<file path="src/rtl/mac_pkg.sv">
// rtl/mac_pkg.sv - shared state encoding and default widths for the MAC accumulator
package mac_pkg;

   localparam int ACC_W_DEF = 12;
   localparam int LEN_W_DEF = 4;

   typedef enum logic [1:0] {
      S_IDLE  = 2'd0,
      S_RUN   = 2'd1,
      S_DRAIN = 2'd2,
      S_DONE  = 2'd3
   } mac_state_t;

endpackage

</file>
<file path="src/rtl/mac_ctrl.sv">
// rtl/mac_ctrl.sv - burst FSM, remaining-pair counter and registered handshake outputs
module mac_ctrl
   import mac_pkg::*;
#(
   parameter int LEN_W = LEN_W_DEF
) (
   input  logic             clk,
   input  logic             rst_n,
   input  logic             i_start,
   input  logic [LEN_W-1:0] i_len,
   input  logic             i_in_valid,
   input  logic             i_out_ready,
   output logic             o_in_ready,
   output logic             o_out_valid,
   output logic             o_accept,
   output logic             o_clear
);

   mac_state_t       r_state;
   logic [LEN_W-1:0] r_remaining;
   logic             r_in_ready;
   logic             r_out_valid;
   logic             w_accept;
   logic             w_clear;

   // in_ready is only ever high in RUN, so a handshake needs no state decode
   assign w_accept = i_in_valid && r_in_ready;
   // a start outside IDLE is ignored, so clearing the datapath is gated on IDLE
   assign w_clear  = i_start && (r_state == S_IDLE);

   assign o_in_ready  = r_in_ready;
   assign o_out_valid = r_out_valid;
   assign o_accept    = w_accept;
   assign o_clear     = w_clear;

   // state transitions; handshake outputs are registered alongside the next state
   always_ff @(posedge clk) begin
      if (!rst_n) begin
         r_state     <= S_IDLE;
         r_remaining <= '0;
         r_in_ready  <= 1'b0;
         r_out_valid <= 1'b0;
      end else begin
         case (r_state)
            S_IDLE: begin
               if (i_start) begin
                  if (i_len != '0) begin
                     r_state     <= S_RUN;
                     r_remaining <= i_len;
                     r_in_ready  <= 1'b1;
                  end else begin
                     r_state     <= S_DONE;
                     r_out_valid <= 1'b1;
                  end
               end
            end
            S_RUN: begin
               if (w_accept) begin
                  r_remaining <= r_remaining - LEN_W'(1);
                  if (r_remaining == LEN_W'(1)) begin
                     r_state    <= S_DRAIN;
                     r_in_ready <= 1'b0;
                  end
               end
            end
            S_DRAIN: begin
               // the last product retires on this edge in the datapath
               r_state     <= S_DONE;
               r_out_valid <= 1'b1;
            end
            S_DONE: begin
               if (i_out_ready) begin
                  r_state     <= S_IDLE;
                  r_out_valid <= 1'b0;
               end
            end
            default: begin
               r_state     <= S_IDLE;
               r_in_ready  <= 1'b0;
               r_out_valid <= 1'b0;
            end
         endcase
      end
   end

endmodule

</file>
<file path="src/rtl/mac_accumulator.sv">
// rtl/mac_accumulator.sv - multiply-accumulate controller around an external 4x4 multiplier
module mac_accumulator
   import mac_pkg::*;
#(
   parameter int ACC_W = ACC_W_DEF,
   parameter int LEN_W = LEN_W_DEF
) (
   input  logic             clk,
   input  logic             rst_n,
   input  logic             start,
   input  logic [LEN_W-1:0] len,
   input  logic             in_valid,
   output logic             in_ready,
   input  logic [3:0]       a,
   input  logic [3:0]       b,
   output logic [3:0]       mult_a,
   output logic [3:0]       mult_b,
   input  logic [7:0]       mult_p,
   output logic             out_valid,
   input  logic             out_ready,
   output logic [ACC_W-1:0] acc,
   output logic             overflow
);

   logic             w_accept;
   logic             w_clear;
   logic [ACC_W:0]   w_sum;
   logic [3:0]       r_mult_a;
   logic [3:0]       r_mult_b;
   logic             r_pend;
   logic [ACC_W-1:0] r_acc;
   logic             r_overflow;

   mac_ctrl #(
      .LEN_W (LEN_W)
   ) u_ctrl (
      .clk         (clk),
      .rst_n       (rst_n),
      .i_start     (start),
      .i_len       (len),
      .i_in_valid  (in_valid),
      .i_out_ready (out_ready),
      .o_in_ready  (in_ready),
      .o_out_valid (out_valid),
      .o_accept    (w_accept),
      .o_clear     (w_clear)
   );

   // one extra bit so the carry-out can be observed for the sticky overflow flag
   assign w_sum = {1'b0, r_acc} + {{(ACC_W - 7){1'b0}}, mult_p};

   // operand capture, pending-product tracking and accumulation
   always_ff @(posedge clk) begin
      if (!rst_n) begin
         r_mult_a   <= 4'd0;
         r_mult_b   <= 4'd0;
         r_pend     <= 1'b0;
         r_acc      <= '0;
         r_overflow <= 1'b0;
      end else begin
         if (w_clear) begin
            r_acc      <= '0;
            r_overflow <= 1'b0;
            r_pend     <= 1'b0;
         end else begin
            if (r_pend) begin
               r_acc <= w_sum[ACC_W-1:0];
               if (w_sum[ACC_W]) begin
                  r_overflow <= 1'b1;
               end
            end
            if (w_accept) begin
               r_mult_a <= a;
               r_mult_b <= b;
               r_pend   <= 1'b1;
            end else begin
               r_pend   <= 1'b0;
            end
         end
      end
   end

   assign mult_a   = r_mult_a;
   assign mult_b   = r_mult_b;
   assign acc      = r_acc;
   assign overflow = r_overflow;

endmodule

</file>
<file path="config.mk">
export PLATFORM = sky130hd
export DESIGN_NAME = mac_accumulator
export DESIGN_NICKNAME = d
export VERILOG_FILES = /design/src/rtl/mac_pkg.sv /design/src/rtl/mac_ctrl.sv /design/src/rtl/mac_accumulator.sv
export SDC_FILE = /design/constraint.sdc
export NUM_CORES = 1
export LEC_CHECK = 0
export ABC_AREA = 1
export BUFFER_PORTS_ARGS = -buffer_cell sky130_fd_sc_hd__buf_2
export CORE_MARGIN = 4
export CORE_UTILIZATION = 50
export CTS_BUF_LIST = sky130_fd_sc_hd__clkbuf_8
export DETAILED_ROUTE_END_ITERATION = 16
export GPL_TIMING_DRIVEN = 0
export PLACE_DENSITY = 0.79
export SLEW_MARGIN = 20
export SYNTH_ARGS = -nofsm -noshare
export SYNTH_HDL_FRONTEND = slang
export SYNTH_HIERARCHICAL = 1
export SYNTH_SLANG_ARGS = --single-unit
export TNS_END_PERCENT = 1
</file>
<file path="constraint.sdc">
create_clock -name clk -period 2 [get_ports clk]
set_input_delay 0.1 -clock clk [delete_from_list [all_inputs] [get_ports clk]]
set_output_delay 0.1 -clock clk [all_outputs]
set_load 0.03 [all_outputs]
</file>
==> summary.txt, run 1 <==
Hold_buf cts -> 0
Max Root-Sink Buffers -> 2
Starting Density -> 51.8%
Post-Syn Area -> 0.00191 mm²
Vias in the first global route -> 1,672
Syn Nets -> 336
WS Path Type -> reg -> reg
Reg2Reg Depth -> 8
PortBufs -> 47
Max H-tree Level -> 2
Filler instances -> 367
Worst Path Arrival -> 1.99 ns
Yosys cell types -> 25
Sequential Power Share -> 34.6%
DRT iter0 DRCs -> 92
R2r setup slk -> 0.18 ns
Core box area -> 0.00369 mm²
Main combinational cell family by area after synthesis -> simple AND/OR/NAND/NOR gates
Pwr per Cell Area -> 974 mW/mm²
Num CTS Buffers -> 5
Layout cell share with drive strength beyond 1 -> 20.6%
Initial antenna violation count -> 0
Required @ worst endpoint -> 2.17 ns
Avg WL per Cell -> 10.5 µm
Vias -> 1,891
Post-Route WL -> 4.17 mm
Setup_tns -> 0 ns
Die Ht -> 69.8 µm
CTS tree -> yes
Clk pwr share -> 22.8%
Logic pwr share -> 42.7%
RSZ-0062 raised after global routing -> false
Max-Cap Viols -> 0
Max Freq -> 550 MHz
Post_cts resized -> 0
Main synth FF type -> dfxtp_1
Mux cell area share after synthesis -> 0%
Critical path depth -> 8
Hold Slack -> 0.0427 ns
Worst setup path end -> mult_b[1]$_SDFFE_PN0P_
Worst R2R End -> mult_b[1]$_SDFFE_PN0P_
Sink Count -> 30
Synth Area in XOR/XNOR -> 0.917%
Slowest stage delay, CP -> 0.41 ns
Adder-cell share of the synthesized area -> 11.5%
Die ar. -> 0.00487 mm²
Via density -> 4.76
Compound-Gate Fraction of Synth Area -> 6.88%
Nets -> 390
Asr flop ratio synth -> 0%
WP buf/inv -> 3
Final slew viol count -> 0
Detail Placement HPWL -> 3.24 mm
Clock Latency Late Sink -> 0.28 ns
Final min period -> 1.82 ns
Pin count of the biggest net entering global routing -> 11
Post-CTS setup buffer count -> 0
Syn avg cell area -> 6.49 µm²
Int Power -> 0.00130 W
Mapped Cells -> 294
Leak -> 1.31 nW
Peak supply drop -> 0.621 mV
GRT Util Overall -> 17.0%
Router iterations before antenna repair -> 5
Total power -> 0.00224 W
# DRC -> 0
# diodes -> 0
Root Driver -> clkbuf_8
Design area -> 0.00230 mm²
Final setup vio count -> 0
Hold crit path type -> in -> reg
Setup Skew -> 0.00624 ns
CP Max Fanout -> 9
Worst flop-to-flop path startpoint -> u_ctrl/r_state[0]$_SDFFE_PN0P_
Crit path max-delay cell type -> dfxtp_1
Slew @ Worst Pin -> 0.254 ns
CP cell instances -> inv_1 -> ha_1 -> nand2_1 -> inv_1 -> nor2_4 -> clkinv_1 -> nor2_1 -> nor2_1
Routed Antenna Nets -> 0
CP endpoint kind -> register
Row cnt -> 22
Yosys warns -> 6
Die W -> 69.8 µm
Post-DP Area -> 0.00220 mm²
Fin. Hold Viols -> 0
Status -> finished, final reports clean
Seq/Total Area, Yosys -> 31.5%
Final worst-path cycle share -> 90.8%
EDFF count, synth -> 0
#FFs+latches synth -> 30
Top cell family by delay on the critical path -> simple AND/OR/NAND/NOR gates
First-pass GRT wire length -> 7.01 mm
GPL Wtd Cong -> 0.857
Total grt overflow -> 0
CP startpoint -> u_ctrl/r_state[0]$_SDFFE_PN0P_
Startpoint types -> register
Synth Area in Simple Gates -> 39.3%
Psw -> 0.000938 W
Worst slew margin -> 83.0%
Switching Fraction -> 41.9%
Clk slew on worst S/H paths -> 0.07 ns
Area growth from synthesis to layout -> 20.4%
Ports -> 48
registers in the layout, summed over array words and instances (netlist names):
register / cells
u_ctrl/r_state: 2
mult_b: 4
r_pend: 1
u_ctrl/r_remaining: 4
acc: 12
u_ctrl/o_in_ready: 1
mult_a: 4
overflow: 1
u_ctrl/o_out_valid: 1
routing by layer:
metal  GRT usage [%]  part of all wire, %
met1            21.9                   48
met2            28.2                   45
met3            4.49                  6.1
met4            3.83                 0.31
met5               0                    0
tightest hold or removal path, cell delays in order:
cell,delay (ns)
buf_2,0.07
nor2_1,0.03
nor2_1,0.08
synth_stat cells, drive strengths merged, types with 2 or more instances:
cell	instances	share of area (%)
nand2	83	17
a21oi	9	2.4
dfxtp	30	31
nand3b	4	1.6
xor2	2	0.92
buf	3	1.1
nor2	55	12
nand4	2	0.66
nand3	26	8.3
o21ai	13	3.4
inv	44	8.7
ha	16	10
final cells by class:
cell class              instances  area (µm²)  area share, %
repair buffers                 47         235           10.2
clock buffers                   6        82.6           3.59
multi-input cells             216        1120           48.6
well taps                      48        60.1           2.61
flip-flops and latches         30         601           26.1
inverters                      45         169           7.34
clock inverters                 2        12.5          0.544
plain buffers                   3        21.3          0.925
through the flow:
stage          std cells  util (%)  worst slack [ns]
6_report             397      62.3             0.183
5_1_grt              397      62.3            0.0127
4_1_cts              397      62.3             0.203
3_5_place_dp         389      59.8             0.201
3_3_place_gp         389      59.8             0.242
2_1_floorplan        294         -             0.304
power groups by stage:
stage	sequential [W]	combinational [W]	clock, W
after floorplan	0.000882	0.000631	0
after global placement	0.000783	0.000930	0
after detailed placement	0.000785	0.000950	0
after CTS	0.000774	0.000956	0.000524
after global routing	0.000785	0.00111	0.000546
final	0.000774	0.000955	0.000510
cell usage in the layout, fill, tap and decap left out, drive strengths merged:
cell / count
nand2: 83
nor2: 55
buf: 50
inv: 44
dfxtp: 30
nand3: 26
ha: 16
o21ai: 13
a21oi: 9
clkbuf: 6
nand3b: 4
xor2: 2
nand4: 2
clkinv: 2
o211ai: 1
a21boi: 1
fa: 1
clkinvlp: 1
a31oi: 1
nor3: 1
or2: 1
worst min path at each step:
stage	from	endpoint	slack [ns]	depth (start not counted)
floorplan	a[0]	mult_a[0]$_SDFFE_PN0P_	0.23	2
global placement	a[0]	mult_a[0]$_SDFFE_PN0P_	0.32	3
detailed placement	b[0]	mult_b[0]$_SDFFE_PN0P_	0.33	3
CTS	b[0]	mult_b[0]$_SDFFE_PN0P_	0.04	3
global route	b[3]	mult_b[3]$_SDFFE_PN0P_	0.06	3
finish	b[0]	mult_b[0]$_SDFFE_PN0P_	0.04	3
logic make-up (layout without fill, tap and decap cells):
group,after synthesis,in the layout
DFF,30,30
xor gates and xnor gates,2,2
AOI/OAI and AO/OA,25,25
and+or+nand+nor,172,172
buffers and inverters,48,103
adders and majority gates,17,17
No activity file was read; power rests on OpenSTA's default activity.
==> inputs of run 2 (changes only) <==
Settings changed: SYNTH_HIERARCHICAL 1 to unset.
==> summary.txt, run 2 <==
Status -> finished, final reports clean
Worst Hold Endpoint -> mult_b[1]$_SDFFE_PN0P_
DRT iter0 DRCs -> 107 (+16%)
EDFF count, synth -> 0 (unchanged)
Router iterations before antenna repair -> 4 (-1)
Die ar. -> 0.00479 mm² (-1.7%)
Starting Density -> 54.0% (+2.2 points)
Initial antenna violation count -> 0 (unchanged)
Max reg flops -> 12 (unchanged)
Worst R2R End -> acc[6]$_SDFFE_PP0P_
RSZ-0062 raised after global routing -> false
Min-delay src -> b[1]
Clock Latency Late Sink -> 0.28 ns (about the same)
Synth top area cells -> dfxtp_1, nand2_1, ha_1, nor2_1, inv_1
Max-Cap Viols -> 0 (unchanged)
Met3 usage -> 5.07% (+0.58 points)
Clk slew on worst S/H paths -> 0.07 ns (about the same)
Area growth from synthesis to layout -> 21.7%
Top cells by count, synth -> nand2_1, nor2_1, inv_1
Row cnt -> 21 (-4.5%)
Pwr per Cell Area -> 1090 mW/mm² (+12%)
#FFs+latches synth -> 30 (unchanged)
Post-Syn Area -> 0.00187 mm² (-2.0%)
Via density -> 4.78 (+0.34%)
Final worst-path cycle share -> 90.4% (-0.40 points)
Vias -> 1,821 (-3.7%)
Fin. Hold Viols -> 0 (unchanged)
Cell with the most instances after synthesis -> nand2_1
Max Root-Sink Buffers -> 2 (unchanged)
Yosys top cell by area -> dfxtp_1
Most frequent cells in the layout -> nand2_1, buf_2, nor2_1, inv_1, dfxtp_1
Hold Slack -> 0.0375 ns (-0.00526 ns)
Worst flop-to-flop path startpoint -> acc[0]$_SDFFE_PP0P_
Yosys cell types -> 30 (+20%)
Max H-tree Level -> 2 (unchanged)
Vias in the first global route -> 1,643 (-1.7%)
Max Freq -> 553 MHz (+0.44%)
Hold crit path type -> in -> reg
Total grt overflow -> 0 (unchanged)
CTS tree -> yes
Avg WL per Cell -> 10.7 µm (+1.3%)
Hold_buf cts -> 0 (unchanged)
Die Ht -> 69.2 µm (-0.87%)
CP Max Fanout -> 3 (-6)
# DRC -> 0 (unchanged)
Final min period -> 1.81 ns (-0.00802 ns)
Syn avg cell area -> 6.66 µm² (+2.6%)
R2r setup slk -> 0.19 ns (about the same)
Ports -> 48 (unchanged)
Placed cell count -> 374 (-3.9%)
Seq/Total Area, Yosys -> 32.1% (+0.63 points)
PortBufs -> 47 (unchanged)
Final setup vio count -> 0 (unchanged)
Sink Count -> 30 (unchanged)
Root Driver -> clkbuf_8
Gr busiest metal -> met2
WS Path Type -> reg -> reg
Peak supply drop -> 0.558 mV (-10%)
Die W -> 69.2 µm (-0.87%)
Post-Route WL -> 4.06 mm (-2.8%)
Reg2Reg Depth -> 11 (+3)
Asr flop ratio synth -> 0% (unchanged)
GPL Wtd Cong -> 0.835 (-2.6%)
First-pass GRT wire length -> 7.09 mm (+1.1%)
Final slew viol count -> 0 (unchanged)
GRT Util Overall -> 17.7% (+0.71 points)
Finished Layout Cells -> 381 (-4.0%)
Setup_tns -> 0 ns (unchanged)
Filler instances -> 347 (-5.4%)
Slew @ Worst Pin -> 0.333 ns (+0.0786 ns)
Top cell type's share of synthesized area -> 32.1% (+0.63 points)
CP endpoint kind -> register
Post_cts resized -> 0 (unchanged)
Hold path depth -> 3 (unchanged)
Yosys warns -> 0 (-6)
Layout cell share with drive strength beyond 1 -> 22.7% (+2.1 points)
Syn Nets -> 322 (-4.2%)
Num CTS Buffers -> 5 (unchanged)
Pin count of the biggest net entering global routing -> 11 (unchanged)
# diodes -> 0 (unchanged)
Core box area -> 0.00347 mm² (-6.0%)
Main synth FF type -> dfxtp_1
Startpoint types -> register
Nets -> 376 (-3.6%)
Commonest non-fill, non-tap cell in the layout -> nand2_1
Setup Skew -> 0.00549 ns (-0.000757 ns)
Worst slew margin -> 77.8% (-5.1 points)
Post-CTS setup buffer count -> 0 (unchanged)
Mapped Cells -> 281 (-4.4%)
Leak -> 1.22 nW (-6.5%)
M2 GR Usage -> 27.5% (-0.68 points)
Detail Placement HPWL -> 3.17 mm (-2.2%)
Met1 Usage GRT -> 23.2% (+1.3 points)
Worst Path Arrival -> 2.00 ns (about the same)
Routed Antenna Nets -> 0 (unchanged)
Required @ worst endpoint -> 2.19 ns (+0.02 ns)
-- run 2: cell count changes in the layout (fill, tap and decap cells not counted), moves of 2 or more --
| cell | change |
|---|---|
| nand2_1 | -18 |
| o21ai_1 | +7 |
| inv_1 | -5 |
| nor2_1 | -5 |
| inv_2 | +4 |
| nand3_1 | -4 |
| a21oi_1 | +3 |
| a21oi_2 | +3 |
| nor2_2 | +3 |
| nand2_2 | -2 |
| nand3_2 | -2 |
| nor2_4 | -2 |
| o21ai_0 | +2 |
-- run 2: critical path, stage by stage, from the launching register on --
cell     delay (ns)
dfxtp_1        0.37
ha_1           0.20
inv_1          0.06
fa_1           0.40
inv_1          0.07
nand2_1        0.06
o21ai_1        0.20
nand2_1        0.10
nand3_1        0.08
nand3_1        0.07
nand2_1        0.06
inv_1          0.03
-- run 2: worst max path at each step --
| stage | start | end | slack, ns | cells after the start |
|---|---|---|---|---|
| CTS | acc[0]$_SDFFE_PP0P_ | acc[6]$_SDFFE_PP0P_ | 0.18 | 11 |
| detailed placement | acc[0]$_SDFFE_PP0P_ | acc[6]$_SDFFE_PP0P_ | 0.20 | 11 |
| finish | acc[0]$_SDFFE_PP0P_ | acc[6]$_SDFFE_PP0P_ | 0.19 | 11 |
| global route | acc[0]$_SDFFE_PP0P_ | acc[6]$_SDFFE_PP0P_ | 0.04 | 12 |
| floorplan | acc[0]$_SDFFE_PP0P_ | acc[6]$_SDFFE_PP0P_ | 0.13 | 11 |
| global placement | acc[0]$_SDFFE_PP0P_ | acc[6]$_SDFFE_PP0P_ | 0.22 | 11 |
-- run 2: metal layers --
layer | routed length, µm | vias to the layer above
met1 | 2000 | 778
met2 | 1750 | 39
met3 | 233 | 7
met4 | 73 | 0
met5 | 0 | -
li1 | - | 997
-- run 2: through the flow --
| stage | setup slack (ns) | cell area, µm² | util (%) | power (W) |
|---|---|---|---|---|
| 2_1_floorplan | 0.128 | 1870 | - | 0.00163 |
| 3_3_place_gp | 0.223 | 2160 | 62.4 | 0.00184 |
| 3_5_place_dp | 0.204 | 2160 | 62.4 | 0.00186 |
| 4_1_cts | 0.177 | 2280 | 65.7 | 0.00249 |
| 5_1_grt | 0.0365 | 2280 | 65.7 | 0.00267 |
| 6_report | 0.191 | 2280 | 65.7 | 0.00247 |
-- run 2: layout make-up --
| class | count | area, µm² | area share, % |
|---|---|---|---|
| inverter | 45 | 170 | 7.47 |
| clock buffer | 6 | 82.6 | 3.63 |
| sequential | 30 | 601 | 26.4 |
| clock inverter | 1 | 30.0 | 1.32 |
| timing repair buffer | 47 | 235 | 10.3 |
| tap | 46 | 57.6 | 2.53 |
| multi-input combinational | 203 | 1090 | 47.7 |
| buffer | 3 | 13.8 | 0.604 |
-- run 2: cells by family after synthesis --
group / Yosys count / share of synthesized area, %
adder cells (fa/ha/maj): 16 / 11.1
AND/OR/NAND/NOR: 143 / 33.1
buffers and inverters: 48 / 9.83
flip-flops: 30 / 32.1
AO/OA/AOI/OAI: 41 / 12.5
XOR/XNOR: 3 / 1.40
-- run 2: report_power, final --
part | switching, W | internal [W]
clock network | 0.000228 | 0.000398
logic | 0.000710 | 0.000362
registers | 0.0000662 | 0.000709
==> inputs of run 3 (changes only) <==
Settings changed: ABC_AREA 1 to unset.
==> summary.txt, run 3 <==
Startpoint types -> register
Peak supply drop -> 0.766 mV (+37%)
Area growth from synthesis to layout -> 21.5%
Yosys top cell by area -> dfxtp_1
Worst Path Arrival -> 2.05 ns (+0.05 ns)
Syn avg cell area -> 8.67 µm² (+30%)
Asr flop ratio synth -> 0% (unchanged)
Main synth FF type -> dfxtp_1
Die Ht -> 68.5 µm (-1.0%)
# DRC -> 0 (unchanged)
Detail Placement HPWL -> 3.01 mm (-5.0%)
PortBufs -> 47 (unchanged)
Seq/Total Area, Yosys -> 32.8% (+0.75 points)
Final slew viol count -> 0 (unchanged)
Vias in the first global route -> 1,525 (-7.2%)
DRT iter0 DRCs -> 123 (+15%)
Status -> finished, final reports clean
Top cells by count, synth -> dfxtp_1, nand2_1, ha_1, nor2_1, nand3_1
Cell with the most instances after synthesis -> dfxtp_1
Reg2Reg Depth -> 8 (-3)
Total power -> 0.00209 W (-15%)
Pin count of the biggest net entering global routing -> 11 (unchanged)
CP Max Fanout -> 3 (unchanged)
Slowest stage delay, CP -> 0.32 ns (-0.08 ns)
Placed cell count -> 304 (-19%)
First-pass GRT wire length -> 6.64 mm (-6.2%)
Max reg flops -> 12 (unchanged)
Yosys warns -> 0 (unchanged)
Storage element area -> 602 µm² (+0.21%)
Hold path depth -> 3 (unchanged)
Max H-tree Level -> 2 (unchanged)
R2r setup slk -> 0.12 ns (-0.07 ns)
WS Path Type -> reg -> reg
CP endpoint kind -> register
Hold_buf cts -> 0 (unchanged)
Hold Slack -> 0.0629 ns (+0.0255 ns)
GRT Util Overall -> 18.9% (+1.2 points)
Filler instances -> 317 (-8.6%)
Post-CTS setup buffer count -> 0 (unchanged)
#FFs+latches synth -> 30 (unchanged)
# diodes -> 0 (unchanged)
Router iterations before antenna repair -> 4 (unchanged)
Top cell type's share of synthesized area -> 32.8% (+0.75 points)
Post-Route WL -> 3.87 mm (-4.7%)
EDFF count, synth -> 0 (unchanged)
Core box area -> 0.00344 mm² (-0.76%)
Worst flop-to-flop path startpoint -> acc[0]$_SDFFE_PP0P_
GPL Wtd Cong -> 0.829 (-0.68%)
Multi-input logic area -> 0.00115 mm² (+5.6%)
Via density -> 5.37 (+12%)
CP cell instances -> ha_1 -> inv_1 -> fa_2 -> nor2b_4 -> o2111ai_2 -> nand3b_1 -> nor4b_2 -> a311o_1
Commonest non-fill, non-tap cell in the layout -> buf_2
Finished Layout Cells -> 311 (-18%)
Leak -> 1.02 nW (-17%)
Max-Cap Viols -> 0 (unchanged)
Fin. Hold Viols -> 0 (unchanged)
Worst slew margin -> 64.2% (-14 points)
Post-Syn Area -> 0.00183 mm² (-2.3%)
Worst R2R End -> acc[6]$_SDFFE_PP0P_
Routed Antenna Nets -> 0 (unchanged)
Worst Hold Endpoint -> mult_a[1]$_SDFFE_PN0P_
Die ar. -> 0.00469 mm² (-2.0%)
Pwr per Cell Area -> 942 mW/mm² (-13%)
Row cnt -> 21 (unchanged)
Setup Skew -> 0.00784 ns (+0.00235 ns)
Final setup vio count -> 0 (unchanged)
Required @ worst endpoint -> 2.17 ns (-0.02 ns)
Yosys cell types -> 51 (+70%)
Nets -> 305 (-19%)
Clk slew on worst S/H paths -> 0.07 ns (about the same)
Sink Count -> 30 (unchanged)
Syn Nets -> 252 (-22%)
Clock Latency Late Sink -> 0.29 ns (about the same)
Most frequent cells in the layout -> buf_2, dfxtp_1, nand2_1, nor2_1, ha_1
Die W -> 68.5 µm (-1.0%)
Hold crit path type -> in -> reg
Max Root-Sink Buffers -> 2 (unchanged)
Initial antenna violation count -> 0 (unchanged)
Root Driver -> clkbuf_8
Synth top area cells -> dfxtp_1, ha_1, nand2_1, nand3_1, a21boi_0
Vias -> 1,671 (-8.2%)
Crit path max-delay cell type -> dfxtp_2
Max Freq -> 532 MHz (-3.8%)
Layout cell share with drive strength beyond 1 -> 28.3% (+5.6 points)
Avg WL per Cell -> 12.4 µm (+17%)
Num CTS Buffers -> 5 (unchanged)
RSZ-0062 raised after global routing -> true
Slew @ Worst Pin -> 0.532 ns (+0.199 ns)
Total grt overflow -> 0 (unchanged)
CTS tree -> yes
Starting Density -> 53.1% (-0.82 points)
Mapped Cells -> 211 (-25%)
Final worst-path cycle share -> 94.0% (+3.5 points)
Min-delay src -> a[1]
Ports -> 48 (unchanged)
Final min period -> 1.88 ns (+0.0706 ns)
## run 3: changes by cell type in the layout (fill, tap and decap cells not counted), sizes merged, moves of 7 or more
cell | previous run | this run
inv | 43 | 14
nand3 | 20 | 12
nand2 | 63 | 30
a21boi | 1 | 9
nor2 | 51 | 16
a21oi | 16 | 9
o21ai | 22 | 7
## run 3: routing by layer
| metal | vias to the layer above | wire length (µm) | share of wire (%) | track usage (%) |
|---|---|---|---|---|
| met5 | - | 0 | 0 | 0 |
| li1 | 860 | - | - | - |
| met2 | 48 | 1850 | 48 | 31.2 |
| met1 | 758 | 1700 | 44 | 23.1 |
| met4 | 0 | 60 | 1.6 | 6.70 |
| met3 | 5 | 254 | 6.6 | 5.58 |
## run 3: cells by family after synthesis
logic type	after synthesis	synth area share [%]
simple gates	81	21.5
compound gates	51	22.5
xor+xnor	6	2.87
fa+ha+maj	16	11.4
flops	30	32.8
buf+inv	20	4.99
mux	7	3.97
## run 3: repair_timing
action                                  4_1_cts  5_1_grt
endpoints found under the hold margin         0        0
gates resized for setup                       0        3
endpoints found under the setup margin        0       10
## run 3: layout make-up
type / count / share of cell area, %
clock inverter: 2 / 0.394
timing repair buffer: 47 / 10.6
inverter: 13 / 2.20
multi-input combinational: 161 / 51.7
clock buffer: 6 / 3.72
sequential: 30 / 27.1
tap: 46 / 2.59
buffer: 6 / 1.75
## run 3: how the worst max path moves through the flow
stage,start,endpoint,slack [ns],cells past startpoint
finish,acc[0]$_SDFFE_PP0P_,acc[6]$_SDFFE_PP0P_,0.12,8
global route,u_ctrl.r_state[1]$_SDFFE_PN0P_,u_ctrl.r_remaining[0]$_SDFFE_PN0P_,-0.007,8
CTS,acc[0]$_SDFFE_PP0P_,acc[6]$_SDFFE_PP0P_,0.09,8
detailed placement,acc[0]$_SDFFE_PP0P_,acc[6]$_SDFFE_PP0P_,0.11,8
global placement,acc[0]$_SDFFE_PP0P_,acc[6]$_SDFFE_PP0P_,0.15,8
floorplan,acc[1]$_SDFFE_PP0P_,acc[6]$_SDFFE_PP0P_,0.11,7
## run 3: critical path, delay by kind of cell, from the launching register on
family / cells / cell delay, ns
AND/OR/NAND/NOR: 3 / 0.41
AO/OA/AOI/OAI: 2 / 0.55
adder cells (fa/ha/maj): 2 / 0.42
buffers and inverters: 1 / 0.07
flip-flops: 1 / 0.32
## run 3: power breakdown
part / switching (W) / leakage [nW] / total (W) / internal, W
Sequential: 0.0000792 / 0.244 / 0.000765 / 0.000686
Clock: 0.000231 / 0.0524 / 0.000503 / 0.000272
Combinational: 0.000487 / 0.723 / 0.000824 / 0.000337
## run 3: through the flow
stage	util (%)	cell area, µm²	TNS [ns]	setup WS, ns
4_1_cts	64.3	2210	0	0.0907
5_1_grt	64.6	2220	-0.00748	-0.00748
3_5_place_dp	61.7	2120	0	0.113
6_report	64.6	2220	0	0.121
2_1_floorplan	-	1830	0	0.109
3_3_place_gp	61.7	2120	0	0.153
